<file path="config.mk">
export PLATFORM = sky130hd
export DESIGN_NAME = w_update_seq
export DESIGN_NICKNAME = d
export VERILOG_FILES = /design/src/rtl/flaf_pkg.sv /design/src/rtl/w_mac_slice.sv /design/src/rtl/w_update_seq.sv
export SDC_FILE = /design/constraint.sdc
export NUM_CORES = 1
export LEC_CHECK = 0
export ABC_AREA = 0
export CAP_MARGIN = 0
export CORE_ASPECT_RATIO = 0.5
export CORE_MARGIN = 2
export CORE_UTILIZATION = 50
export DETAILED_ROUTE_END_ITERATION = 8
export PLACE_DENSITY = 0.77
export SYNTH_ARGS = -nofsm -noshare
export SYNTH_HDL_FRONTEND = slang
export SYNTH_HIERARCHICAL = 1
export SYNTH_SLANG_ARGS = --single-unit
</file>
<file path="constraint.sdc">
create_clock -name clk -period 8.5 [get_ports clk]
set_input_delay 1.275 -clock clk [delete_from_list [all_inputs] [get_ports clk]]
set_output_delay 1.275 -clock clk [all_outputs]
set_load 0.02 [all_outputs]
</file>
<file path="src/rtl/flaf_pkg.sv">
// Shared definitions for the FLAF weight-update datapath: scheduler states,
// default word geometry and the rounding constant used by the MAC slice.
package flaf_pkg;

    typedef enum logic [1:0] {
        ST_IDLE  = 2'd0,
        ST_PRIME = 2'd1,
        ST_RUN   = 2'd2,
        ST_DONE  = 2'd3
    } state_t;

    localparam int DEF_WIDTH = 16;
    localparam int DEF_QP    = 12;
    localparam int DEF_NTAPS = 8;

    // Half an LSB of the QP-bit result: adding it before truncation rounds to nearest.
    function automatic longint unsigned rnd_half(input int qp);
        return longint'(1) << (qp - 1);
    endfunction

endpackage

</file>
<file path="src/rtl/w_mac_slice.sv">
// Combinational multiply-round-accumulate: w_o = w_i + rnd(x_i * mu_e_i),
// with the sum wrapping modulo 2^WIDTH.
module w_mac_slice
    import flaf_pkg::*;
#(
    parameter int WIDTH = DEF_WIDTH,
    parameter int QP    = DEF_QP
) (
    input  logic [WIDTH-1:0] x_i,
    input  logic [WIDTH-1:0] mu_e_i,
    input  logic [WIDTH-1:0] w_i,
    output logic [WIDTH-1:0] w_o
);

    localparam logic signed [2*WIDTH-1:0] RND = (2*WIDTH)'(rnd_half(QP));

    logic signed [2*WIDTH-1:0] x_ext;
    logic signed [2*WIDTH-1:0] mu_ext;
    logic signed [2*WIDTH-1:0] prod;

    // Sign-extending both operands keeps the low 2*WIDTH product bits exact.
    assign x_ext  = {{WIDTH{x_i[WIDTH-1]}}, x_i};
    assign mu_ext = {{WIDTH{mu_e_i[WIDTH-1]}}, mu_e_i};
    assign prod   = x_ext * mu_ext;

    assign w_o = w_i + WIDTH'((prod + RND) >>> QP);

endmodule

</file>
<file path="src/rtl/w_update_seq.sv">
// Serial weight-update scheduler: on each accepted mu*error sample it sweeps
// all taps through one shared MAC slice, updating the NTAPS-entry weight bank.
module w_update_seq
    import flaf_pkg::*;
#(
    parameter int WIDTH = DEF_WIDTH,
    parameter int QP    = DEF_QP,
    parameter int NTAPS = DEF_NTAPS
) (
    input  logic                     clk,
    input  logic                     reset,
    input  logic                     clear,
    input  logic                     err_valid,
    output logic                     err_ready,
    input  logic [WIDTH-1:0]         mu_error,
    output logic [$clog2(NTAPS)-1:0] x_addr,
    input  logic [WIDTH-1:0]         x_data,
    input  logic [$clog2(NTAPS)-1:0] w_rd_addr,
    output logic [WIDTH-1:0]         w_rd_data,
    output logic                     busy,
    output logic                     done
);

    localparam int AW = $clog2(NTAPS);
    localparam logic [AW-1:0] LAST_IDX = AW'(NTAPS - 1);
    localparam logic [AW-1:0] PREF_LIM = AW'(NTAPS - 2);

    state_t            state_q, state_d;
    logic [AW-1:0]     idx_q, idx_d;
    logic [AW-1:0]     x_addr_q, x_addr_d;
    logic [WIDTH-1:0]  mu_q, mu_d;
    logic [WIDTH-1:0]  w_q [NTAPS];
    logic [WIDTH-1:0]  w_new;
    logic              w_we;
    logic              xfer;

    always_ff @(posedge clk) begin
        if (reset) begin
            state_q  <= ST_IDLE;
            idx_q    <= '0;
            x_addr_q <= '0;
            mu_q     <= '0;
        end else begin
            state_q  <= state_d;
            idx_q    <= idx_d;
            x_addr_q <= x_addr_d;
            mu_q     <= mu_d;
        end
    end

    assign xfer = err_valid && err_ready;

    // x_addr runs one tap ahead of idx so the registered buffer read lines up.
    always_comb begin
        state_d  = state_q;
        idx_d    = idx_q;
        x_addr_d = x_addr_q;
        mu_d     = mu_q;
        case (state_q)
            ST_IDLE: begin
                if (xfer) begin
                    state_d  = ST_PRIME;
                    x_addr_d = '0;
                    mu_d     = mu_error;
                end
            end
            ST_PRIME: begin
                state_d  = ST_RUN;
                idx_d    = '0;
                x_addr_d = AW'(1);
            end
            ST_RUN: begin
                if (idx_q == LAST_IDX) begin
                    state_d = ST_DONE;
                end else begin
                    idx_d = idx_q + AW'(1);
                end
                if (idx_q < PREF_LIM) begin
                    x_addr_d = idx_q + AW'(2);
                end
            end
            ST_DONE: begin
                state_d = ST_IDLE;
            end
            default: begin
                state_d = ST_IDLE;
            end
        endcase
        if (clear) begin
            state_d = ST_IDLE;
        end
    end

    always_comb begin
        err_ready = 1'b0;
        busy      = 1'b0;
        done      = 1'b0;
        w_we      = 1'b0;
        case (state_q)
            ST_IDLE:  err_ready = !clear;
            ST_PRIME: busy = 1'b1;
            ST_RUN: begin
                busy = 1'b1;
                w_we = !clear;
            end
            ST_DONE: begin
                busy = 1'b1;
                done = !clear;
            end
            default: begin
                busy = 1'b0;
            end
        endcase
    end

    w_mac_slice #(
        .WIDTH (WIDTH),
        .QP    (QP)
    ) u_mac (
        .x_i    (x_data),
        .mu_e_i (mu_q),
        .w_i    (w_q[idx_q]),
        .w_o    (w_new)
    );

    generate
        for (genvar gi = 0; gi < NTAPS; gi++) begin : g_wbank
            always_ff @(posedge clk) begin
                if (reset || clear) begin
                    w_q[gi] <= '0;
                end else if (w_we && (idx_q == AW'(gi))) begin
                    w_q[gi] <= w_new;
                end
            end
        end
    endgenerate

    assign w_rd_data = w_q[w_rd_addr];
    assign x_addr    = x_addr_q;

endmodule

</file>
After elaboration in Yosys (flattened, before gate mapping)

Memory sizes are Yosys's and may differ from the RTL's. A register that Yosys moved wholly into a read port is not among the register bits.
Cells that the tools add are included.

Memories kept: 1
Output and inout bits: 22
Flip-flop bits (word level): 24
Logic and storage cells: 102
Input port bits: 39
RAM bits: 128

Multiplexer cells: 48
Equal/unequal tests: 14
Bitwise logic cells: 8
Magnitude comparators: 1
Multipliers: 1
Reduce and logical (&&, ||, !) cells: 21
Add/subtract/negate cells: 4

Memories:

| memory | depth | bits a word | read ports | clocked after memory_dff | write ports | RTL line           | text |
|---|---|---|---|---|---|---|---|
| w_q    | 8     | 16          | 2          | 1                        | 8           | w_update_seq.sv:32 | `logic [WIDTH-1:0] w_q [NTAPS];` |

Operators with widths:

| operator                                            | number |
|---|---|
| two-way mux 16 bit                                  | 8 |
| two-way mux 1 bit                                   | 30 |
| adder 28 x 13 -> 28 bit, second input constant      | 1 |
| multiplier 16 x 16 -> 28 bit                        | 1 |
| adder 16 bit                                        | 1 |
| two-way mux 3 bit                                   | 5 |
| equality test 3 bit, second input constant          | 4 |
| logical AND 1 bit                                   | 9 |
| one-hot mux 3 bit (3 select lines)                  | 1 |
| != test 2 bit, second input constant                | 4 |
| OR 1 bit                                            | 8 |
| one-hot mux 2 bit (4 select lines)                  | 1 |
| equality test 3 x 2 -> 1 bit, second input constant | 2 |
| one-hot mux 3 bit (2 select lines)                  | 1 |
| AND reduction 2 bit                                 | 3 |
| equality test 2 bit, second input constant          | 2 |
| two-way mux 2 bit                                   | 2 |
| adder 3 x 1 -> 3 bit, second input constant         | 1 |
| adder 3 x 2 -> 3 bit, second input constant         | 1 |
| equality test 3 x 1 -> 1 bit, second input constant | 1 |
| zero test 3 bit                                     | 1 |
| < comparator 3 bit, second input constant           | 1 |
| AND reduction 3 bit                                 | 1 |
| nonzero test 3 bit                                  | 1 |
| 7 further kinds                                     | 7 |

Depth between registers and ports, before layout

Word-level depth: 7
Gate-level depth with buffers: 31
Depth with buffers taken out: 30

By module

The synthesis kept the hierarchy.

Modules (own cells, without submodules):

| module       | sequential area each (um2) | area an instance (um2) | times used | cells each |
|---|---|---|---|---|
| w_mac_slice  | 0.0                        | 9236.4                 | 1          | 1041 |
| w_update_seq | 4384.2                     | 8155.3                 | 1          | 544 |

Worst setup path after synthesis

Ideal clock, no wire load.

Path type: input port to flip-flop
Start point: in x_data[9]
End point: mem w_q[7][15] in the netlist's numbering, data pin
Stages: 27
Path slack: 0.378 ns
Path buffers: 1
Setup time: 0.255 ns
Arrival: 7.867 ns
Data required time: 8.245 ns
Cells stage by stage: clkbuf_1 > nand2_1 > fa_1 > fa_1 > inv_1 > fa_1 > inv_1 > fa_1 > inv_1 > fa_1 > fa_1 > ha_1 > a21oi_1 > o21ai_0 > a221oi_2 > nor2_1 > and2_1 > o21a_1 > nor2_1 > xnor2_1 > ha_1 > or4_1 > a21oi_1 > nor3_1 > o31ai_1 > xnor2_1 > and3_1

RTL lines:

| element            | RTL line           | text |
|---|---|---|
| start: declaration | w_update_seq.sv:17 | `input logic [WIDTH-1:0] x_data,` |
| end: declaration   | w_update_seq.sv:32 |  |

==> results by group <==
Floorplan
  – Die width: 268 um
  – Core box area: roughly 34000 um2
  – Die Y: approximately 140 um
  – Starting Density: 50.6%
  – Row count: 48
  – Full die area: 36400 um2
  – I/O pin count: around 60

Hold path
  – Hold Path Sink: x_addr[1]$_SDFFE_PP0P_
  – Hold Crit Depth: 2
  – Min-Delay Startpoint: x_addr[1]$_SDFFE_PP0P_
  – Hold Crit Class: flop to flop

Worst setup path
  – R2R depth: 27
  – Crit path DAT: ~8.5 ns
  – Crit Path Max Fanout: 8
  – Crit path top cell by count: fa_1
  – Flop2flop setup slack: between 0.7 and 0.8 ns
  – Endpoint class of the critical path: flop
  – Kind of critical path: input pin to flop
  – CP startpoint kind: input pin
  – Crit path largest cell delay: roughly 0.57 ns
  – WP data required: a little under 9 ns
  – Slowest-stage cell, CP: fa_1
  – Reg2reg end: w_q[4][14]$_SDFFCE_PN0P_
  – R2r startpoint: mu_q[4]$_SDFFE_PP0P_

Power
  – Leakage: around 9.3 nW
  – Pwr Total: 3.75 mW
  – Peak VDD IR: between 0.15 and 0.2 mV
  – Pwr per Cell Area: around 190 nW/um2

Yosys
  – Number of synthesized register bits: about 160
  – Top cells by area, synth: fa_1 26%, edfxtp_1 22%, mux4_1 8.5%
  – Seq/Total Area, Yosys: about a quarter
  – Synthesis Warnings: 6
  – Synth Net Count: between 1500 and 2000
  – Cells after Synth: ~1600
  – Mean area per synthesized cell: approximately 11 um2
  – Unique masters post-synth: 60
  – Ys async rst share: 0%
  – Yosys top cell area share: 26.5%
  – Post-Synthesis Cell Area: roughly 17000 um2
  – Yosys top cell by area: fa_1
  – Ys flop type: edfxtp_1
  – Post-synth EDFFs: approximately 130

Finish
  – Layout cells sized above 1: 13.7%
  – Commonest non-fill, non-tap cells in the layout: 277 x inv_1, 230 x fa_1, 227 x and2_1, 180 x nand2_1, 128 x edfxtp_1
  – Fin util: between 50% and 60%
  – Most common cell after layout, fill and taps aside: inv_1
  – Area Growth Syn to Fin: 15.2%
  – Antenna cells: 0
  – Final instance area: 20000 um2
  – Nets: around 2100

Timing
  – Max Slew Vio Count: 0
  – Fin crit period: slightly above 8 ns
  – Final period utilization: between 90% and 100%
  – Final Setup Violations: 0
  – Aggregate negative setup slack: 0 ns
  – Setup Skew: slightly below 0.02 ns
  – Final hold violation count: 0
  – Final worst slack: approximately 0.21 ns
  – Slew HR: 20.6%
  – Worst-Margin Slew: around 1.2 ns
  – Achievable frequency: roughly 0.12 GHz

Drt
  – Post-route ant nets: 0
  – Final WL: 44.3 mm
  – Met3 routed WL: around 3 mm
  – Via-to-Cell Ratio: between 5 and 6
  – Number of DRC markers in iteration 0: between 1000 and 1500
  – M1 WL: 18.2 mm
  – WL met2: roughly 22 mm
  – WL/cell: 20.0 um
  – Pre-Repair DR Iteration Count: 5
  – Vias post-DR: 12100
  – Top layer in use: met4
  – Drc violations: 0

Clocking
  – H-Tree Depth: 4
  – Clock Latency Late Sink: 0.44 ns
  – Num CTS Buffers: 17
  – CTS max path bufs: 2
  – Root buffer cell: clkbuf_16
  – CTS Sinks: 155
  – CTS tree: done
  – Cts hold-fix bufs: 0
  – Clk pin slew, worst setup/hold paths: approximately 0.060 ns

GRT
  – First-pass GRT wire length: roughly 69 mm
  – Largest net degree at the start of global routing: 35
  – Total congestion overflow: 0
  – Tot GR Track Use: around a quarter
  – Initial antenna violation count: 0
  – Vias in the first global route: around 13000

Flow run
  – Max_cap viols: 0

Place
  – Cell Area, Placed: 19200 um2
  – Final GP Congestion: approximately 0.9
  – HPWL Detailed: 31.9 mm
  – IO buf count: 60
  – DP Worst Slack: -0.430 ns

Run status
  – Status: finished, final reports clean
## cell families after synthesis
family                   count (synthesis)  share of synthesized area (%)
AO/OA/AOI/OAI                           88                           3.39
adder cells (fa/ha/maj)                332                           33.8
buffers and inverters                  345                           7.83
flip-flops                             155                           25.2
XOR/XNOR                                46                           2.32
AND/OR/NAND/NOR                        517                           15.5
multiplexers                           102                           11.9
## critical path, delay by kind of cell
| kind | cells | cell delay [ns] |
|---|---|---|
| adder cells (fa/ha/maj) | 8 | 3.83 |
| AO/OA/AOI/OAI | 10 | 1.79 |
| buffers and inverters | 6 | 0.99 |
| AND/OR/NAND/NOR | 3 | 0.38 |
| XOR/XNOR | 1 | 0.19 |
## synthesized netlist by cell type (all sizes together) (8+ instances only)
cell type,n
a21oi,34
and2,228
and3,18
buf,20
clkbuf,47
dfxtp,27
edfxtp,128
fa,230
ha,102
inv,277
mux2,33
mux4,64
nand2,180
nand2b,12
nand3,15
nor2,32
nor3,8
o21ai,12
xnor2,39
## power breakdown
part           total [mW]  internal, mW  switching, mW
registers           0.878         0.849         0.0283
clock network       0.767         0.415          0.352
logic                2.10         0.924           1.18
## metrics by stage
stage                     std cells  hold slack, ns
after floorplan                1585           0.473
after global placement         2176           0.448
after detailed placement       2176           0.448
after CTS                      2208           0.457
after global routing           2213           0.474
final                          2213           0.457
## state kept, by name, indices dropped and copies added, names as in the netlist, named ones only
signal,cells
idx_q,3
mu_q,16
state_q,2
w_q,128
x_addr,3
## final cells by class
type	instances	area, um2
clock buffers	17	425
clock inverters	15	154
fillers	2750	14300
inverters	278	1040
multi-input cells	1085	11800
flip-flops and latches	155	4390
well taps	475	594
repair buffers	188	1610
## worst max-delay path by stage
stage          slack (ns)      start  cells after the start                       end
5_1_grt             -0.08  x_data[9]                     29  w_q[7][14]$_SDFFCE_PN0P_
4_1_cts             0.008  x_data[6]                     28  w_q[1][15]$_SDFFCE_PN0P_
6_report             0.21  x_data[9]                     28  w_q[4][14]$_SDFFCE_PN0P_
2_1_floorplan        0.38  x_data[9]                     27  w_q[7][15]$_SDFFCE_PN0P_
3_5_place_dp        -0.43  x_data[6]                     28  w_q[4][14]$_SDFFCE_PN0P_
3_3_place_gp        -0.36  x_data[9]                     29  w_q[7][15]$_SDFFCE_PN0P_
## per-layer routing
layer | track usage (%) | vias to the layer above
li1 | - | 5433
met1 | 33.7 | 6125
met5 | 0 | -
met4 | 7.67 | 0
met2 | 43.3 | 492
met3 | 3.69 | 86
## timing repair
action | 4_1_cts | 5_1_grt
gates resized for setup | 1 | 39
pin swaps | 3 | 22
gates cloned | 0 | 0
endpoints found under the setup margin | 8 | 65
setup buffers | 0 | 5
Power figures use the tool's default switching activity.
